## src/rtl/led_seq_pkg.sv

```systemverilog
// Shared encodings for the LED sequencer: pattern modes, controller states
// and the reset seed pattern.
package led_seq_pkg;

  localparam int unsigned MODE_W = 3;

  // Pattern modes; 5..7 are undefined and behave as HOLD
  localparam logic [MODE_W-1:0] MODE_HOLD   = 3'd0;
  localparam logic [MODE_W-1:0] MODE_BOUNCE = 3'd1;
  localparam logic [MODE_W-1:0] MODE_ROT_L  = 3'd2;
  localparam logic [MODE_W-1:0] MODE_ROT_R  = 3'd3;
  localparam logic [MODE_W-1:0] MODE_BLINK  = 3'd4;

  // Controller states
  localparam logic [0:0] ST_IDLE = 1'b0;
  localparam logic [0:0] ST_RUN  = 1'b1;

  // Seed is MSB-only; instances take the top WIDTH bits (WIDTH <= 64)
  localparam int unsigned SEED_MAX_W       = 64;
  localparam logic [SEED_MAX_W-1:0] DEFAULT_SEED_MAX = {1'b1, {(SEED_MAX_W-1){1'b0}}};

  // Reset duty for the optional PWM dimmer
  localparam int unsigned DUTY_W       = 4;
  localparam logic [DUTY_W-1:0] DUTY_RESET = 4'hF;

endpackage : led_seq_pkg

```

## src/rtl/led_seq_tick.sv

```systemverilog
// Step-period counter: emits a single-cycle tick every i_period clocks
// while enabled; a period of 0 is treated as 1. i_clr holds it at zero.
module led_seq_tick #(
  parameter int unsigned PERIOD_W = 22
) (
  input  logic                clk,
  input  logic                rst_n,
  input  logic                i_clr,
  input  logic                i_en,
  input  logic [PERIOD_W-1:0] i_period,
  output logic                o_tick_c
);

  logic [PERIOD_W-1:0] r_cnt;
  logic [PERIOD_W-1:0] w_last;

  // Terminal count; period 0 collapses onto period 1
  always_comb begin
    w_last = '0;
    if (i_period != '0) begin
      w_last = i_period - PERIOD_W'(1);
    end
  end

  assign o_tick_c = i_en && !i_clr && (r_cnt == w_last);

  // Counter wraps on tick; >= keeps it bounded should the period shrink
  always_ff @(posedge clk or negedge rst_n) begin
    if (!rst_n) begin
      r_cnt <= '0;
    end else if (i_clr) begin
      r_cnt <= '0;
    end else if (i_en) begin
      if (r_cnt >= w_last) begin
        r_cnt <= '0;
      end else begin
        r_cnt <= r_cnt + PERIOD_W'(1);
      end
    end
  end

endmodule : led_seq_tick

```

## src/rtl/led_seq_ctrl.sv

```systemverilog
// LED sequencer controller: holds a host-loaded configuration and steps the
// LED register through hold/bounce/rotate/blink patterns on a programmable
// tick, counting passes and reporting busy/done.
// Optional build macro: LED_SEQ_PWM_EN adds a cfg_duty input and a 4-bit
// PWM dimmer on the LED outputs.
module led_seq_ctrl
  import led_seq_pkg::*;
#(
  parameter int unsigned WIDTH    = 8,
  parameter int unsigned PERIOD_W = 22,
  parameter int unsigned PASS_W   = 8
) (
  input  logic                clk,
  input  logic                rst_n,
  input  logic                cfg_valid,
  output logic                cfg_ready,
  input  logic [MODE_W-1:0]   cfg_mode,
  input  logic [PERIOD_W-1:0] cfg_period,
  input  logic [WIDTH-1:0]    cfg_pattern,
  input  logic [PASS_W-1:0]   cfg_passes,
`ifdef LED_SEQ_PWM_EN
  input  logic [DUTY_W-1:0]   cfg_duty,
`endif
  input  logic                start,
  input  logic                stop,
  output logic                busy,
  output logic                done,
  output logic [WIDTH-1:0]    led
);

  localparam int unsigned STEP_W = (WIDTH > 2) ? $clog2(WIDTH) : 1;
  localparam logic [WIDTH-1:0] SEED = DEFAULT_SEED_MAX[SEED_MAX_W-1 -: WIDTH];

  // Registered state
  logic [0:0]          r_state;
  logic [MODE_W-1:0]   r_mode;
  logic [PERIOD_W-1:0] r_period;
  logic [WIDTH-1:0]    r_pattern;
  logic [PASS_W-1:0]   r_passes;
  logic [WIDTH-1:0]    r_led;
  logic                r_dir;
  logic [STEP_W-1:0]   r_step;
  logic [PASS_W-1:0]   r_pass_cnt;
  logic                r_done;
  logic                r_busy;
  logic                r_cfg_ready;

  // Next-state values
  logic [0:0]          w_state_nxt;
  logic [MODE_W-1:0]   w_mode_nxt;
  logic [PERIOD_W-1:0] w_period_nxt;
  logic [WIDTH-1:0]    w_pattern_nxt;
  logic [PASS_W-1:0]   w_passes_nxt;
  logic [WIDTH-1:0]    w_led_nxt;
  logic                w_dir_nxt;
  logic [STEP_W-1:0]   w_step_nxt;
  logic [PASS_W-1:0]   w_pass_nxt;
  logic                w_done_nxt;
  logic                w_busy_nxt;
  logic                w_cfg_ready_nxt;

  logic                w_cfg_cap;
  logic                w_tick;
  logic                w_pass_evt;
  logic [WIDTH-1:0]    w_rot_l;
  logic [WIDTH-1:0]    w_rot_r;

`ifdef LED_SEQ_PWM_EN
  logic [DUTY_W-1:0]   r_duty;
  logic [DUTY_W-1:0]   w_duty_nxt;
  logic [DUTY_W-1:0]   r_pwm_cnt;
`endif

  // Rotations of the current LED register
  assign w_rot_l = {r_led[WIDTH-2:0], r_led[WIDTH-1]};
  assign w_rot_r = {r_led[0], r_led[WIDTH-1:1]};

  // Config is only accepted while idle; writes during a run are dropped
  assign w_cfg_cap = cfg_valid && (r_state == ST_IDLE);

  // Step tick generator, held cleared while idle so a run starts from zero
  led_seq_tick #(
    .PERIOD_W (PERIOD_W)
  ) u_tick (
    .clk      (clk),
    .rst_n    (rst_n),
    .i_clr    (r_state == ST_IDLE),
    .i_en     (r_state == ST_RUN),
    .i_period (r_period),
    .o_tick_c (w_tick)
  );

  // Next-state, pattern datapath and pass counting
  always_comb begin
    w_state_nxt   = r_state;
    w_mode_nxt    = r_mode;
    w_period_nxt  = r_period;
    w_pattern_nxt = r_pattern;
    w_passes_nxt  = r_passes;
    w_led_nxt     = r_led;
    w_dir_nxt     = r_dir;
    w_step_nxt    = r_step;
    w_pass_nxt    = r_pass_cnt;
    w_done_nxt    = 1'b0;
    w_pass_evt    = 1'b0;
`ifdef LED_SEQ_PWM_EN
    w_duty_nxt    = r_duty;
`endif

    if (w_cfg_cap) begin
      w_mode_nxt    = cfg_mode;
      w_period_nxt  = cfg_period;
      w_pattern_nxt = cfg_pattern;
      w_passes_nxt  = cfg_passes;
`ifdef LED_SEQ_PWM_EN
      w_duty_nxt    = cfg_duty;
`endif
    end

    case (r_state)
      ST_IDLE: begin
        // A config written in the same cycle as start is the one used
        if (start && !stop) begin
          w_state_nxt = ST_RUN;
          w_led_nxt   = w_cfg_cap ? cfg_pattern : r_pattern;
          w_dir_nxt   = 1'b0;
          w_step_nxt  = '0;
          w_pass_nxt  = '0;
        end
      end

      ST_RUN: begin
        if (stop) begin
          // Abort wins over any step or completion this cycle
          w_state_nxt = ST_IDLE;
          w_led_nxt   = '0;
        end else if (w_tick) begin
          case (r_mode)
            MODE_BOUNCE: begin
              if (!r_dir) begin
                w_led_nxt = w_rot_r;
                if (w_rot_r[0]) begin
                  w_dir_nxt = 1'b1;
                end
              end else begin
                w_led_nxt = w_rot_l;
                if (w_rot_l[WIDTH-1]) begin
                  w_dir_nxt  = 1'b0;
                  w_pass_evt = 1'b1;
                end
              end
            end

            MODE_ROT_L, MODE_ROT_R: begin
              w_led_nxt = (r_mode == MODE_ROT_L) ? w_rot_l : w_rot_r;
              if (r_step == STEP_W'(WIDTH - 1)) begin
                w_step_nxt = '0;
                w_pass_evt = 1'b1;
              end else begin
                w_step_nxt = r_step + STEP_W'(1);
              end
            end

            MODE_BLINK: begin
              w_led_nxt = r_led ^ r_pattern;
              if (r_step == STEP_W'(1)) begin
                w_step_nxt = '0;
                w_pass_evt = 1'b1;
              end else begin
                w_step_nxt = r_step + STEP_W'(1);
              end
            end

            default: begin
              // HOLD and unused encodings: LEDs frozen, every tick is a pass
              w_pass_evt = 1'b1;
            end
          endcase

          if (w_pass_evt) begin
            w_pass_nxt = (&r_pass_cnt) ? r_pass_cnt : r_pass_cnt + PASS_W'(1);
            if ((r_passes != '0) && (w_pass_nxt == r_passes)) begin
              w_state_nxt = ST_IDLE;
              w_done_nxt  = 1'b1;
            end
          end
        end
      end

      default: begin
        w_state_nxt = ST_IDLE;
      end
    endcase

    w_busy_nxt      = (w_state_nxt == ST_RUN);
    w_cfg_ready_nxt = (w_state_nxt == ST_IDLE);
  end

  // State and configuration registers
  always_ff @(posedge clk or negedge rst_n) begin
    if (!rst_n) begin
      r_state     <= ST_IDLE;
      r_mode      <= MODE_HOLD;
      r_period    <= PERIOD_W'(1);
      r_pattern   <= SEED;
      r_passes    <= '0;
      r_led       <= '0;
      r_dir       <= 1'b0;
      r_step      <= '0;
      r_pass_cnt  <= '0;
      r_done      <= 1'b0;
      r_busy      <= 1'b0;
      r_cfg_ready <= 1'b1;
    end else begin
      r_state     <= w_state_nxt;
      r_mode      <= w_mode_nxt;
      r_period    <= w_period_nxt;
      r_pattern   <= w_pattern_nxt;
      r_passes    <= w_passes_nxt;
      r_led       <= w_led_nxt;
      r_dir       <= w_dir_nxt;
      r_step      <= w_step_nxt;
      r_pass_cnt  <= w_pass_nxt;
      r_done      <= w_done_nxt;
      r_busy      <= w_busy_nxt;
      r_cfg_ready <= w_cfg_ready_nxt;
    end
  end

  assign busy      = r_busy;
  assign done      = r_done;
  assign cfg_ready = r_cfg_ready;

`ifdef LED_SEQ_PWM_EN
  // Duty register and free-running PWM phase counter
  always_ff @(posedge clk or negedge rst_n) begin
    if (!rst_n) begin
      r_duty    <= DUTY_RESET;
      r_pwm_cnt <= '0;
    end else begin
      r_duty    <= w_duty_nxt;
      r_pwm_cnt <= r_pwm_cnt + DUTY_W'(1);
    end
  end

  assign led = r_led & {WIDTH{r_pwm_cnt < r_duty}};
`else
  assign led = r_led;
`endif

endmodule : led_seq_ctrl

```

## config.mk

```make
export PLATFORM = sky130hd
export DESIGN_NAME = led_seq_ctrl
export DESIGN_NICKNAME = d
export VERILOG_FILES = /design/src/rtl/led_seq_pkg.sv /design/src/rtl/led_seq_tick.sv /design/src/rtl/led_seq_ctrl.sv
export SDC_FILE = /design/constraint.sdc
export NUM_CORES = 1
export LEC_CHECK = 0
export BUFFER_PORTS_ARGS = -buffer_cell sky130_fd_sc_hd__buf_2
export CAP_MARGIN = 20
export CORE_MARGIN = 3
export CORE_UTILIZATION = 45
export DETAILED_ROUTE_END_ITERATION = 16
export HOLD_SLACK_MARGIN = 0.08
export PLACE_DENSITY = 0.76
export SYNTH_ARGS = -nofsm -noshare
export SYNTH_HDL_FRONTEND = slang
export SYNTH_SLANG_ARGS = --single-unit
export TNS_END_PERCENT = 5
```

## constraint.sdc

```tcl
create_clock -name clk -period 3.7 [get_ports clk]
set_input_delay 1.11 -clock clk [delete_from_list [all_inputs] [get_ports clk]]
set_output_delay 1.11 -clock clk [all_outputs]
set_load 0.02 [all_outputs]
```

==> flow_metrics.env, run 1 <==
export IMPL_status="complete, but fails checks"
export IMPL_violations="negative setup slack"
export IMPL_power_internal_mw=1.96
export IMPL_grt_overflow=0
export IMPL_async_flop_share_pct=100
export IMPL_grt_use_total_pct=20.0
export IMPL_place_inst=761
export IMPL_cts_sinks=86
export IMPL_grt_pass1_wl_um=21700
export IMPL_h_tree_depth=3
export IMPL_p_per_area_mw_per_mm2=435
export IMPL_grt_pass1_vias=4515
export IMPL_clk_pin_slew_worst_paths_ns=0.06
export IMPL_synth_area_top_cells="dfrtp_1 (38%), mux2_2 (8.3%), ha_1 (6.5%)"
export IMPL_dr_total_vias=4511
export IMPL_clock_latency_ns=0.34
export IMPL_pwr_share_comb_pct=19.4
export IMPL_synth_flop_cell="dfrtp_1"
export IMPL_fin_util_pct=55.1
export IMPL_antenna_found_initial=0
export IMPL_end_kind="flop"
export IMPL_dpl_cell_area_sq_mm=0.00592
export IMPL_synth_cell_types=63
export IMPL_cts_buffers=9
export IMPL_start_kind="flop"
export IMPL_r2r_cells=14
export IMPL_die_w_um=116
export IMPL_seqPwrFrac_pct=42.7
export IMPL_drv_cap=0
export IMPL_num_nets_final=707
export IMPL_ys_ff_latch=86
export IMPL_crit_buf_inv=2
export IMPL_wl_per_cell_um=16.6
export IMPL_dieArea_sq_mm=0.0134
export IMPL_r2r_end="r_step[0]"
export IMPL_worst_slack_ns=-0.0466
export IMPL_peakVddDrop_mv=0.361
export IMPL_synthTopCellsByCount="dfrtp_1 (83), nand2_1 (59), nor2_1 (56)"
export IMPL_finalSetupViolCount=4
export IMPL_dr_pass1_iters=5
export IMPL_clockRootBuffer="clkbuf_16"
export IMPL_core_sq_mm=0.0116
export IMPL_p_total_mw=2.77
export IMPL_slew_violations=0
export IMPL_num_rows=39
export IMPL_cts_tree="built"
export IMPL_pre_cts_slack_ns=-0.149
export IMPL_worst_pin_slew_ns=0.621
export IMPL_initial_utilization_pct=46.7
export IMPL_drive_above_1_share_pct=26.0
export IMPL_syn_area_sq_mm=0.00540
export IMPL_place_congestion=0.888
export IMPL_fillers=982
export IMPL_clock_skew_ns=0.0119
export IMPL_drt_initial_drc_count=249
export IMPL_avgSynthCellArea_sq_um=9.44
export IMPL_synth_edf_count=0
export IMPL_setup_tns_ns=-0.103
export IMPL_cp_slowest_cell="or4_4"
export IMPL_layout_min_cycle_time_ns=3.75
export IMPL_critPathTopFamily="simple AND/OR/NAND/NOR gates"
export IMPL_drc=0
export IMPL_cp_depth=14
export IMPL_portBuffers=56
export IMPL_power_share_switching_pct=29.2
export IMPL_finalHoldViolCount=0
export IMPL_synth_nets=646
export IMPL_design_area_sq_mm=0.00638
export IMPL_critPathRequiredTime_ns=3.93
export IMPL_r2r_start="r_period[9]"
export IMPL_yosysTopAreaCellShare_pct=38.5
export IMPL_critPathKind="flop to flop"
export IMPL_worstSetupEndpoint="r_step[0]"
export IMPL_relSlewSlack_pct=58.4
export IMPL_area_growth_pct=18.1
export IMPL_dp_hpwl_um=9310
export IMPL_clk_path_buf_depth=2
export IMPL_synth_top_cell_by_area="dfrtp_1"
export IMPL_hold_ws_ns=0.492
export IMPL_fmax_mhz=267
export IMPL_arrival_ns=3.97
export IMPL_io_pins=57
export IMPL_antenna_cells=0
export IMPL_clkPwrFrac_pct=37.9
export IMPL_leakagePower_nw=2.86
export IMPL_crit_path_max_fanout=6
export IMPL_syn_inst=572
export IMPL_ff2ff_setup_slack_ns=-0.05
export IMPL_rsz0062_at_grt="true"
export IMPL_layoutNonFillerInstCount=781
export IMPL_synth_warnings=0
export IMPL_post_synth_top_count_cell="dfrtp_1"
export IMPL_fp_dieH_um=116
export IMPL_fin_crit_sh_pct=101
export IMPL_drt_total_wl_um=12900
export IMPL_worstSetupStartpoint="r_period[9]"
export IMPL_grt_max_degree=45
export IMPL_avgViaCountPerCell=5.78
export IMPL_ys_seq_area_share_pct=39.9
export IMPL_power_switching_mw=0.810
export IMPL_worstPathCellList="or4_4 -> or3_4 -> nor4_4 -> nand2_1 -> nor3b_2 -> a21oi_2 -> ha_1 -> nand4_1 -> nor3_2 -> buf_4 -> o211ai_1 -> a21oi_2 -> buf_4 -> mux2_4"
export IMPL_ant_nets=0
export IMPL_hold_class="flop to flop"
export IMPL_critical_path_max_stage_delay_ns=0.55
[worst register-to-register path: stages, from the launching register on]
cell and delay (ns):
dfrtp_1 0.38, or4_4 0.55, or3_4 0.40, nor4_4 0.21, nand2_1 0.16, nor3b_2 0.25
a21oi_2 0.06, ha_1 0.30, nand4_1 0.16, nor3_2 0.25, buf_4 0.19, o211ai_1 0.10
a21oi_2 0.20, buf_4 0.15, mux2_4 0.29
[metal layers]
metal / up-vias / GRT usage [%] / part of all wire, % / wire [um]
met4: 0 / 5.40 / 1.3 / 173
met5: - / 0 / 0 / 0
li1: 2171 / - / - / -
met1: 2211 / 25.8 / 42 / 5490
met3: 17 / 4.28 / 5.0 / 651
met2: 112 / 34.3 / 51 / 6620
[power by group through the flow]
stage	logic [mW]	clock network, mW	registers (mW)
2_1_floorplan	0.356	0	1.18
3_3_place_gp	0.509	0	1.18
3_5_place_dp	0.530	0	1.19
4_1_cts	0.536	1.06	1.18
5_1_grt	0.608	1.11	1.20
6_report	0.539	1.05	1.18
[timing repair]
item	4_1_cts	5_1_grt
setup endpoints to repair	13	45
hold buffers	0	0
resized for setup	7	12
buffers inserted	0	4
pin swaps	2	9
[worst min-delay path by stage]
stage          cells past startpoint               to             from  slack (ns)
6_report                           1  u_tick.r_cnt[0]  u_tick.r_cnt[0]        0.49
5_1_grt                            1  u_tick.r_cnt[0]  u_tick.r_cnt[0]        0.52
4_1_cts                            1  u_tick.r_cnt[0]  u_tick.r_cnt[0]        0.49
3_5_place_dp                       1  u_tick.r_cnt[0]  u_tick.r_cnt[0]        0.48
3_3_place_gp                       1  u_tick.r_cnt[0]  u_tick.r_cnt[0]        0.47
2_1_floorplan                      1  u_tick.r_cnt[0]  u_tick.r_cnt[0]        0.45
[layout by cell type (no fill, tap or decap), types with 5 or more instances in the layout]
| master | n |
|---|---|
| clkbuf_16 | 9 |
| a21oi_1 | 22 |
| o221a_2 | 6 |
| buf_4 | 18 |
| nand2_1 | 59 |
| and3_1 | 9 |
| xor2_1 | 29 |
| buf_2 | 55 |
| inv_1 | 14 |
| o21ai_0 | 27 |
| mux2_2 | 39 |
| xnor2_1 | 22 |
| nor2b_1 | 6 |
| nor4_1 | 5 |
| nor2_1 | 55 |
| nand3_1 | 15 |
| nand2b_1 | 5 |
| a31oi_1 | 13 |
| nor3_1 | 10 |
| nand4_1 | 12 |
| a21o_1 | 8 |
| dfrtp_1 | 83 |
| ha_1 | 28 |
[cells by family (layout without fill, tap and decap cells)]
| logic type | count (synthesis) | in the layout | synth area share (%) |
|---|---|---|---|
| fa+ha+maj | 28 | 28 | 6.49 |
| mux | 40 | 40 | 8.34 |
| buf+inv | 41 | 107 | 3.20 |
| compound gates | 121 | 121 | 14.8 |
| xor+xnor | 51 | 51 | 8.27 |
| flops | 86 | 86 | 39.9 |
| simple gates | 205 | 205 | 19.0 |
[flip-flops by register name (all words and copies together) (netlist names)]
signal / cells
r_passes: 8
r_dir: 1
r_step: 3
cfg_ready: 1
led: 8
busy: 1
r_pattern: 8
r_mode: 3
r_pass_cnt: 8
r_period: 22
done: 1
u_tick.r_cnt: 22
[layout make-up]
class	count	area, sq um	area share (%)
repair buffers	76	470	7.38
multi-input cells	445	3170	49.7
flip-flops and latches	86	2160	33.8
clock buffers	9	225	3.53
clock inverters	7	120	1.88
inverters	15	56.3	0.883
well taps	143	179	2.81
(Power assumes the default switching activity.)
==> run 2: changes to the inputs <==
- SETUP_SLACK_MARGIN: unset -> 0.1
- SKIP_LAST_GASP: unset -> 1
==> flow_metrics.env, run 2 (synthesis results as in run 1) <==
export IMPL_leakagePower_nw=2.87
export IMPL_antenna_cells=0
export IMPL_h_tree_depth=3
export IMPL_slew_violations=0
export IMPL_pre_cts_slack_ns=-0.186
export IMPL_end_kind="flop"
export IMPL_cts_tree="built"
export IMPL_fin_crit_sh_pct=100
export IMPL_ant_nets=0
export IMPL_area_growth_pct=18.6
export IMPL_r2r_cells=15
export IMPL_wl_per_cell_um=16.3
export IMPL_fp_dieH_um=116
export IMPL_num_nets_final=712
export IMPL_grt_max_degree=87
export IMPL_dr_total_vias=4581
export IMPL_clock_skew_ns=0.0106
export IMPL_hold_class="flop to flop"
export IMPL_p_per_area_mw_per_mm2=426
export IMPL_clkPwrFrac_pct=36.6
export IMPL_portBuffers=56
export IMPL_place_congestion=0.858
export IMPL_worstPathCellList="or4_4 -> or3_4 -> or3_4 -> nor3_4 -> xor2_1 -> nand2_1 -> ha_1 -> nand4_1 -> nor3_4 -> buf_6 -> o2111ai_4 -> a21oi_2 -> buf_6 -> a31oi_1 -> a21oi_1"
export IMPL_power_switching_mw=0.823
export IMPL_start_kind="flop"
export IMPL_drc=0
export IMPL_grt_use_total_pct=20.2
export IMPL_worstSetupEndpoint="r_pass_cnt[4]"
export IMPL_status="complete, but fails checks"
export IMPL_r2r_start="r_period[9]"
export IMPL_finalHoldViolCount=0
export IMPL_setup_tns_ns=-0.0150
export IMPL_arrival_ns=3.98
export IMPL_cp_depth=15
export IMPL_drt_initial_drc_count=323
export IMPL_violations="negative setup slack"
export IMPL_largestRegisters="r_period (22), u_tick.r_cnt (22)"
export IMPL_cp_slowest_cell="or4_4"
export IMPL_crit_path_max_fanout=5
export IMPL_grt_pass1_wl_um=21800
export IMPL_relSlewSlack_pct=57.7
export IMPL_cts_sinks=86
export IMPL_core_sq_mm=0.0116
export IMPL_finalSetupViolCount=2
export IMPL_clock_latency_ns=0.35
export IMPL_critical_path_max_stage_delay_ns=0.55
export IMPL_clk_path_buf_depth=2
export IMPL_die_w_um=116
export IMPL_seqPwrFrac_pct=43.2
export IMPL_grt_pass1_vias=4558
export IMPL_clockRootBuffer="clkbuf_16"
export IMPL_cts_buffers=9
export IMPL_mostFrequentLayoutCell="dfrtp_1"
export IMPL_p_total_mw=2.73
export IMPL_layout_min_cycle_time_ns=3.71
export IMPL_dr_pass1_iters=5
export IMPL_pwr_share_comb_pct=20.1
export IMPL_clk_pin_slew_worst_paths_ns=0.07
export IMPL_critPathTopFamily="simple AND/OR/NAND/NOR gates"
export IMPL_avgViaCountPerCell=5.83
export IMPL_initial_utilization_pct=46.7
export IMPL_crit_buf_inv=2
export IMPL_dieArea_sq_mm=0.0134
export IMPL_cts_hold_buf=0
export IMPL_critPathRequiredTime_ns=3.97
export IMPL_worstSetupStartpoint="r_period[9]"
export IMPL_peakVddDrop_mv=0.227
export IMPL_power_internal_mw=1.91
export IMPL_grt_overflow=0
export IMPL_ff2ff_setup_slack_ns=-0.01
export IMPL_dp_hpwl_um=8930
export IMPL_r2r_end="r_pass_cnt[4]"
export IMPL_final_cell_mix="dfrtp_1 (83), nand2_1 (59), buf_2 (56), nor2_1 (55), mux2_2 (40)"
export IMPL_critPathKind="flop to flop"
export IMPL_power_share_switching_pct=30.2
export IMPL_fmax_mhz=269
export IMPL_num_rows=39
export IMPL_worst_pin_slew_ns=0.633
export IMPL_io_pins=57
export IMPL_drt_total_wl_um=12800
export IMPL_worst_slack_ns=-0.0122
export IMPL_drv_cap=0
export IMPL_drive_above_1_share_pct=26.0
export IMPL_hold_ws_ns=0.489
export IMPL_rsz0062_at_grt="true"
export IMPL_antenna_found_initial=0
run 2: power groups by stage:
stage / clock, mW / sequential (mW) / combinational, mW
2_1_floorplan: 0 / 1.18 / 0.357
3_3_place_gp: 0 / 1.18 / 0.514
3_5_place_dp: 0 / 1.19 / 0.532
4_1_cts: 1.02 / 1.18 / 0.541
5_1_grt: 1.06 / 1.20 / 0.617
6_report: 1.00 / 1.18 / 0.549
run 2: cell type report:
cell class | count | area (sq um)
fillers | 991 | 5160
multi-input cells | 445 | 3150
flip-flops and latches | 86 | 2160
repair buffers | 81 | 533
clock buffers | 9 | 225
well taps | 143 | 179
clock inverters | 7 | 105
inverters | 15 | 56.3
run 2: through the flow:
stage | instance area (sq um) | std cells | utilization [%]
after CTS | 6310 | 781 | 54.6
after global placement | 5910 | 760 | 51.1
final | 6410 | 786 | 55.4
after global routing | 6410 | 786 | 55.4
after detailed placement | 5910 | 760 | 51.1
after floorplan | 5410 | 572 | -
run 2: worst min path at each step:
stage / startpoint / endpoint / slack [ns] / cells past startpoint
final: u_tick.r_cnt[0] / u_tick.r_cnt[0] / 0.49 / 1
after global routing: u_tick.r_cnt[0] / u_tick.r_cnt[0] / 0.50 / 1
after CTS: u_tick.r_cnt[0] / u_tick.r_cnt[0] / 0.49 / 1
after detailed placement: u_tick.r_cnt[0] / u_tick.r_cnt[0] / 0.48 / 1
after global placement: u_tick.r_cnt[0] / u_tick.r_cnt[0] / 0.47 / 1
after floorplan: u_tick.r_cnt[0] / u_tick.r_cnt[0] / 0.45 / 1
run 2: what timing repair did:
item,4_1_cts,5_1_grt
cloned,0,1
pin swaps,3,4
setup buffers,5,3
setup endpoints to repair,44,45
resized for setup,5,8
run 2: per-layer routing:
metal | routed length [um] | share of wire [%] | vias up | global-route usage, %
met2 | 6480 | 51 | 105 | 34.6
met3 | 495 | 3.9 | 13 | 4.18
met4 | 162 | 1.3 | 0 | 4.46
met1 | 5680 | 44 | 2268 | 26.6
li1 | - | - | 2195 | -
met5 | 0 | 0 | - | 0
